==> config.mk <==
export PLATFORM = sky130hd
export DESIGN_NAME = rob_wb_arbiter_flat
export DESIGN_NICKNAME = d
export VERILOG_FILES = /design/src/rtl/rob_wb_arbiter_if.sv /design/src/rtl/rob_wb_arbiter.sv /design/src/flat_wrapper.sv
export SDC_FILE = /design/constraint.sdc
export NUM_CORES = 1
export LEC_CHECK = 0
export BUFFER_PORTS_ARGS = -buffer_cell sky130_fd_sc_hd__buf_4
export CORE_MARGIN = 2
export CORE_UTILIZATION = 45
export CTS_BUF_LIST = sky130_fd_sc_hd__clkbuf_16
export CTS_CLUSTER_DIAMETER = 30
export CTS_CLUSTER_SIZE = 24
export DETAILED_ROUTE_END_ITERATION = 16
export HOLD_SLACK_MARGIN = 0.05
export PLACE_DENSITY = 0.75
export SYNTH_ARGS = -nofsm -noshare
export SYNTH_HDL_FRONTEND = slang
export SYNTH_SLANG_ARGS = --single-unit
==> constraint.sdc <==
create_clock -name clk -period 15.1 [get_ports clk]
set_input_delay 3.02 -clock clk [delete_from_list [all_inputs] [get_ports clk]]
set_output_delay 3.02 -clock clk [all_outputs]
set_load 0.02 [all_outputs]
==> src/rtl/rob_wb_arbiter_if.sv <==
// Writeback bus between execution-unit requesters and the ROB writeback arbiter.
// A transfer on requester r happens when req_valid[r] & req_ready[r]; the requester must hold valid/index until ready.
interface rob_wb_arbiter_if #(
    parameter int NUM_REQ = 6,
    parameter int IDX_W   = 7
);
    logic [NUM_REQ-1:0]       req_valid;
    logic [NUM_REQ*IDX_W-1:0] req_index;
    logic [NUM_REQ-1:0]       req_ready;
    logic                     kill;
    logic [3:0]               executed;
    logic [IDX_W-1:0]         executedIndex0;
    logic [IDX_W-1:0]         executedIndex1;
    logic [IDX_W-1:0]         executedIndex2;
    logic [IDX_W-1:0]         executedIndex3;

    modport master (
        output req_valid, req_index, kill,
        input  req_ready, executed,
        input  executedIndex0, executedIndex1, executedIndex2, executedIndex3
    );

    modport slave (
        input  req_valid, req_index, kill,
        output req_ready, executed,
        output executedIndex0, executedIndex1, executedIndex2, executedIndex3
    );
endinterface

==> src/rtl/rob_wb_arbiter.sv <==
// Round-robin writeback arbiter: up to 4 of NUM_REQ completions per cycle into 4 registered ROB lanes.
// Optional conflict counter enabled with macro ROB_WB_ARB_PERF_EN.
module rob_wb_arbiter #(
    parameter  int NUM_REQ = 6,
    parameter  int IDX_W   = 7,
    localparam int PTR_W   = $clog2(NUM_REQ)
) (
    input  logic             clk,
    input  logic             reset,
    rob_wb_arbiter_if.slave  wb,
`ifdef ROB_WB_ARB_PERF_EN
    output logic [15:0]      conflict_cnt,
`endif
    output logic [PTR_W-1:0] rr_ptr
);

    logic [IDX_W-1:0] idx_arr [NUM_REQ];
    logic [IDX_W-1:0] lane_idx [4];
    logic [NUM_REQ-1:0] grant;
    logic [2:0]         n_grant;
    logic [PTR_W-1:0]   scan;
    logic [PTR_W:0]     scan_sum;
    logic [PTR_W-1:0]   last;
    logic [PTR_W-1:0]   next_ptr;
    logic [3:0]         therm;

    for (genvar g = 0; g < NUM_REQ; g++) begin : g_unpack
        assign idx_arr[g] = wb.req_index[g*IDX_W +: IDX_W];
    end

    // Scan from rr_ptr; each grant takes the next free lane so lanes fill contiguously.
    always_comb begin
        grant    = '0;
        n_grant  = '0;
        last     = '0;
        scan     = '0;
        scan_sum = '0;
        for (int l = 0; l < 4; l++) lane_idx[l] = '0;
        for (int k = 0; k < NUM_REQ; k++) begin
            scan_sum = {1'b0, rr_ptr} + (PTR_W+1)'(k);
            scan = (scan_sum >= (PTR_W+1)'(NUM_REQ)) ? PTR_W'(scan_sum - (PTR_W+1)'(NUM_REQ))
                                                     : PTR_W'(scan_sum);
            if (wb.req_valid[scan] && (n_grant < 3'd4) && !wb.kill && reset) begin
                grant[scan]           = 1'b1;
                lane_idx[n_grant[1:0]] = idx_arr[scan];
                n_grant               = n_grant + 3'd1;
                last                  = scan;
            end
        end
        next_ptr = (last == PTR_W'(NUM_REQ-1)) ? '0 : last + 1'b1;
        case (n_grant)
            3'd0:    therm = 4'b0000;
            3'd1:    therm = 4'b0001;
            3'd2:    therm = 4'b0011;
            3'd3:    therm = 4'b0111;
            default: therm = 4'b1111;
        endcase
    end

    assign wb.req_ready = grant;

    always_ff @(posedge clk) begin
        if (!reset) begin
            wb.executed       <= '0;
            wb.executedIndex0 <= '0;
            wb.executedIndex1 <= '0;
            wb.executedIndex2 <= '0;
            wb.executedIndex3 <= '0;
            rr_ptr            <= '0;
        end else begin
            wb.executed       <= therm;
            wb.executedIndex0 <= lane_idx[0];
            wb.executedIndex1 <= lane_idx[1];
            wb.executedIndex2 <= lane_idx[2];
            wb.executedIndex3 <= lane_idx[3];
            if (n_grant != 3'd0) rr_ptr <= next_ptr;
        end
    end

`ifdef ROB_WB_ARB_PERF_EN
    logic [3:0] n_valid;

    always_comb begin
        n_valid = '0;
        for (int i = 0; i < NUM_REQ; i++) n_valid = n_valid + 4'(wb.req_valid[i]);
    end

    // Counts cycles where more requesters compete than there are lanes.
    always_ff @(posedge clk) begin
        if (!reset) begin
            conflict_cnt <= '0;
        end else if (!wb.kill && (n_valid > 4'd4) && (conflict_cnt != 16'hFFFF)) begin
            conflict_cnt <= conflict_cnt + 16'd1;
        end
    end
`endif

endmodule

==> src/flat_wrapper.sv <==
// flat-port wrapper written by rule: the top's interface ports become plain ports
module rob_wb_arbiter_flat 
#(
    parameter  int NUM_REQ = 6,
    parameter  int IDX_W   = 7,
    localparam int PTR_W   = $clog2(NUM_REQ)
)
  (clk, reset, rr_ptr, wb_req_valid, wb_req_index, wb_kill, wb_req_ready, wb_executed, wb_executedIndex0, wb_executedIndex1, wb_executedIndex2, wb_executedIndex3);
  rob_wb_arbiter_if #(.NUM_REQ(NUM_REQ), .IDX_W(IDX_W)) wb_i ();
  input  logic clk;
  input  logic reset;
  output logic [PTR_W-1:0] rr_ptr;
  input wire logic [$bits(wb_i.req_valid)-1:0] wb_req_valid;
  input wire logic [$bits(wb_i.req_index)-1:0] wb_req_index;
  input wire logic [$bits(wb_i.kill)-1:0] wb_kill;
  output wire logic [$bits(wb_i.req_ready)-1:0] wb_req_ready;
  output wire logic [$bits(wb_i.executed)-1:0] wb_executed;
  output wire logic [$bits(wb_i.executedIndex0)-1:0] wb_executedIndex0;
  output wire logic [$bits(wb_i.executedIndex1)-1:0] wb_executedIndex1;
  output wire logic [$bits(wb_i.executedIndex2)-1:0] wb_executedIndex2;
  output wire logic [$bits(wb_i.executedIndex3)-1:0] wb_executedIndex3;
  assign wb_i.req_valid = wb_req_valid;
  assign wb_i.req_index = wb_req_index;
  assign wb_i.kill = wb_kill;
  assign wb_req_ready = wb_i.req_ready;
  assign wb_executed = wb_i.executed;
  assign wb_executedIndex0 = wb_i.executedIndex0;
  assign wb_executedIndex1 = wb_i.executedIndex1;
  assign wb_executedIndex2 = wb_i.executedIndex2;
  assign wb_executedIndex3 = wb_i.executedIndex3;
  rob_wb_arbiter #(.NUM_REQ(NUM_REQ), .IDX_W(IDX_W)) u_core (.clk(clk), .reset(reset), .wb(wb_i), .rr_ptr(rr_ptr));
endmodule
==> key figures <==
Placement
  • IO buf count: 91
  • Placed Area: between 5000 and 6000 um2
  • Inst Count DP: around 850
  • Detail Placement HPWL: 12600 um
  • GP Congestion: ~0.98

Route
  • Pre-antenna DRT Iters: 7
  • Vias/cell: roughly 6.3
  • WL/cell: 19.22 um
  • Final WL: approximately 16000 um
  • DRC Markers: 0
  • Via count: ~5400
  • Post-route ant nets: 0
  • DRT iter0 DRCs: 524

Synthesis
  • Syn. warnings: 0
  • Post-synthesis adder-cell area fraction: around 6.0%
  • Synth Net Count: 738
  • Sequential-to-total area share from yosys stat: about 15%
  • Mux contribution to synthesized area: between 15 and 20%
  • Complex-gate fraction of the synthesized area: a little under 30%
  • Xor-xnor portion of the synthesized cell area: 2.282%
  • Post-synth ARST share: 0%
  • Post-Syn Instances: ~660
  • Synthesized cell area: between 4000 and 5000 um2
  • Main combinational cell family by area after synthesis: compound AO/OA/AOI/OAI gates
  • Most common flop cell mapped by yosys: dfxtp_1
  • #FFs+latches synth: 35
  • Distinct cells, synth: between 70 and 80
  • Post-synth EDFFs: 0
  • Simple logic cell fraction of the synthesized area: a little under a quarter
  • Syn_area_per_cell: between 7 and 8 um2

Power and ir drop
  • Pwr dens: about 220 nW/um2
  • Leakage: between 2 and 2.5 nW
  • Peak VDD IR: between 0.00015 and 0.0002 V

Clock network
  • Total CTS buffers: 5
  • CTS tree: built
  • Max Root-Sink Buffers: 2
  • Number of setup buffers added after CTS: 0
  • # clock sinks: 35
  • Clk Latency, worst-skew pair: about 280 ps
  • CTS resizes: 0
  • Clk root buf: clkbuf_16
  • Hold_buf cts: 0
  • H-tree levels: 2
  • Worst-path clk slew: ~50 ps

GRT
  • Initial antenna violation count: 0
  • Largest net degree at the start of global routing: 71
  • Total track usage: 28.08%
  • Vias in the first global route: between 5000 and 6000
  • Wire length of the first global-routing pass: around 26000 um
  • Overflow after GRT: 0

Timing
  • RSZ-0062 raised after global routing: no
  • Worst Skew: 2.849 ps
  • Max-slew headroom: between 20% and 30%
  • Final slew viol count: 0
  • Final hold viol count: 0
  • Worst slew pin tran: about 1100 ps
  • F_max: slightly below 90 MHz
  • Final TNS setup: 0 ps
  • Tcrit/Tclk final: 75.42%
  • Worst Hold Slack: 821.2 ps
  • Setup-failing EPs final: 0
  • Period minus WS final: 11390 ps

Hold path
  • WHS Path Cells: 2
  • Worst hold endpoint: u_core.rr_ptr[2]
  • Hold WC Path Type: reg -> reg
  • Worst Hold Launch: u_core.rr_ptr[2]

Job
  • Max-Cap Viols: 0

Critical path
  • CP startpoint kind: input pin
  • Critical path class: in -> out
  • CP Capture Type: output port
  • Critical Path Start: wb_req_valid[5]
  • WP data required: about 12000 ps
  • Worst-path maximum fanout: 21
  • Reg2reg end: u_core.rr_ptr[1]
  • Reg2reg path depth: 18
  • Origin of the critical flop-to-flop path: u_core.rr_ptr[2]
  • Data arrival time of the critical path: 8370 ps
  • Worst R2R Setup Slack: 7320 ps

Die
  • # rows: 37
  • Die height: ~110 um
  • DIE WIDTH: 107.6 um
  • Core ar.: 10370 um2
  • IO Pins: between 90 and 100
  • Die area: ~12000 um2
  • Starting Density: a little under half

Finish
  • Number of diodes: 0
  • Non-filler instance count after layout: roughly 860
  • Synthesis-to-finish area growth: 17.37%
  • Layout cells sized above 1: 21.84%
  • Nets: roughly 790
  • Layout Utilization: roughly 55%
  • Post-route cell area: ~5700 um2

Status
  • Outcome: completed
[worst max path at each step]
stage | endpoint | slack [ps] | cells past startpoint
after floorplan | wb_req_ready[4] | 5230 | 16
after global placement | wb_req_ready[4] | 3990 | 16
after detailed placement | wb_req_ready[5] | 3780 | 16
after CTS | wb_req_ready[5] | 3770 | 16
after global routing | wb_req_ready[4] | 3180 | 16
final | wb_req_ready[5] | 3710 | 16
[final cells by class]
cell class	instances	area, um2
Timing Repair Buffer	97	728.2
Inverter	18	67.56
Clock buffer	5	125.1
Multi-Input combinational cell	561	3827
Sequential cell	35	701.9
Tap cell	136	170.2
Clock inverter	3	43.79
Fill cell	1024	4706
[cells by family after synthesis]
logic type                 count (synthesis)
xor gates and xnor gates                  10
buffers and inverters                     68
adders and majority gates                 23
AOI/OAI and AO/OA                        196
and+or+nand+nor                          252
DFF                                       35
muxes                                     80
[metrics by stage]
stage          worst slack [ps]  total power [mW]
5_1_grt                    3181             1.317
3_5_place_dp               3782             1.095
4_1_cts                    3767             1.217
6_report                   3712             1.233
3_3_place_gp               3988             1.087
2_1_floorplan              5234            0.8367
[critical path: stages]
cell and delay [ps]:
buf_4 90, mux2i_1 150, mux2_2 360, o31ai_2 880, ha_1 460, nand2_1 130
o21ai_2 110, nor3_4 730, mux2i_1 420, inv_1 120, ha_1 250, a2111oi_4 860
a22oi_1 250, and3_1 250, a21oi_1 120, buf_4 160
[layer usage]
metal | global-route usage (%) | wire length (um)
met1 | 33.48 | 6698
met2 | 50.85 | 8122
met3 | 3.087 | 918
met4 | 11.45 | 691
met5 | 0 | 0
[report_power, final]
group / internal (mW) / total [mW] / switching, mW / leakage (nW)
sequential: 0.118 / 0.129 / 0.0108 / 0.286
combinational: 0.349 / 0.987 / 0.638 / 2.03
clock: 0.0777 / 0.117 / 0.0389 / 0.0838
[layout by cell type, fill, tap and decap left out, types with 12 or more instances in the layout]
cell type	instances
a31oi_1	28
nand2_1	87
nand3_1	34
a211oi_1	22
mux2i_1	55
a21oi_1	27
inv_1	15
buf_4	97
mux2_2	22
o22ai_1	22
dfxtp_1	34
and2_1	12
ha_1	23
nor2_1	81
o21ai_0	19
[synthesized netlist by cell type (all sizes together) (24+ instances only)]
| cell | number | area share, % |
|---|---|---|
| mux2i | 55 | 11 |
| nand2 | 88 | 6.9 |
| nand3 | 34 | 3.5 |
| a31oi | 28 | 3.6 |
| nor2 | 82 | 6.4 |
| a21oi | 29 | 3.3 |
| clkbuf | 33 | 2.6 |
| mux2 | 24 | 5.7 |
| dfxtp | 35 | 15 |
[sequential cells by signal (all words and copies together) (netlist names)]
| signal | count |
|---|---|
| u_core.rr_ptr | 3 |
| u_core.wb.executedIndex0 | 7 |
| u_core.wb.executedIndex3 | 7 |
| u_core.wb.executed | 4 |
| u_core.wb.executedIndex2 | 7 |
| u_core.wb.executedIndex1 | 7 |
Power figures use the tool's default switching activity.
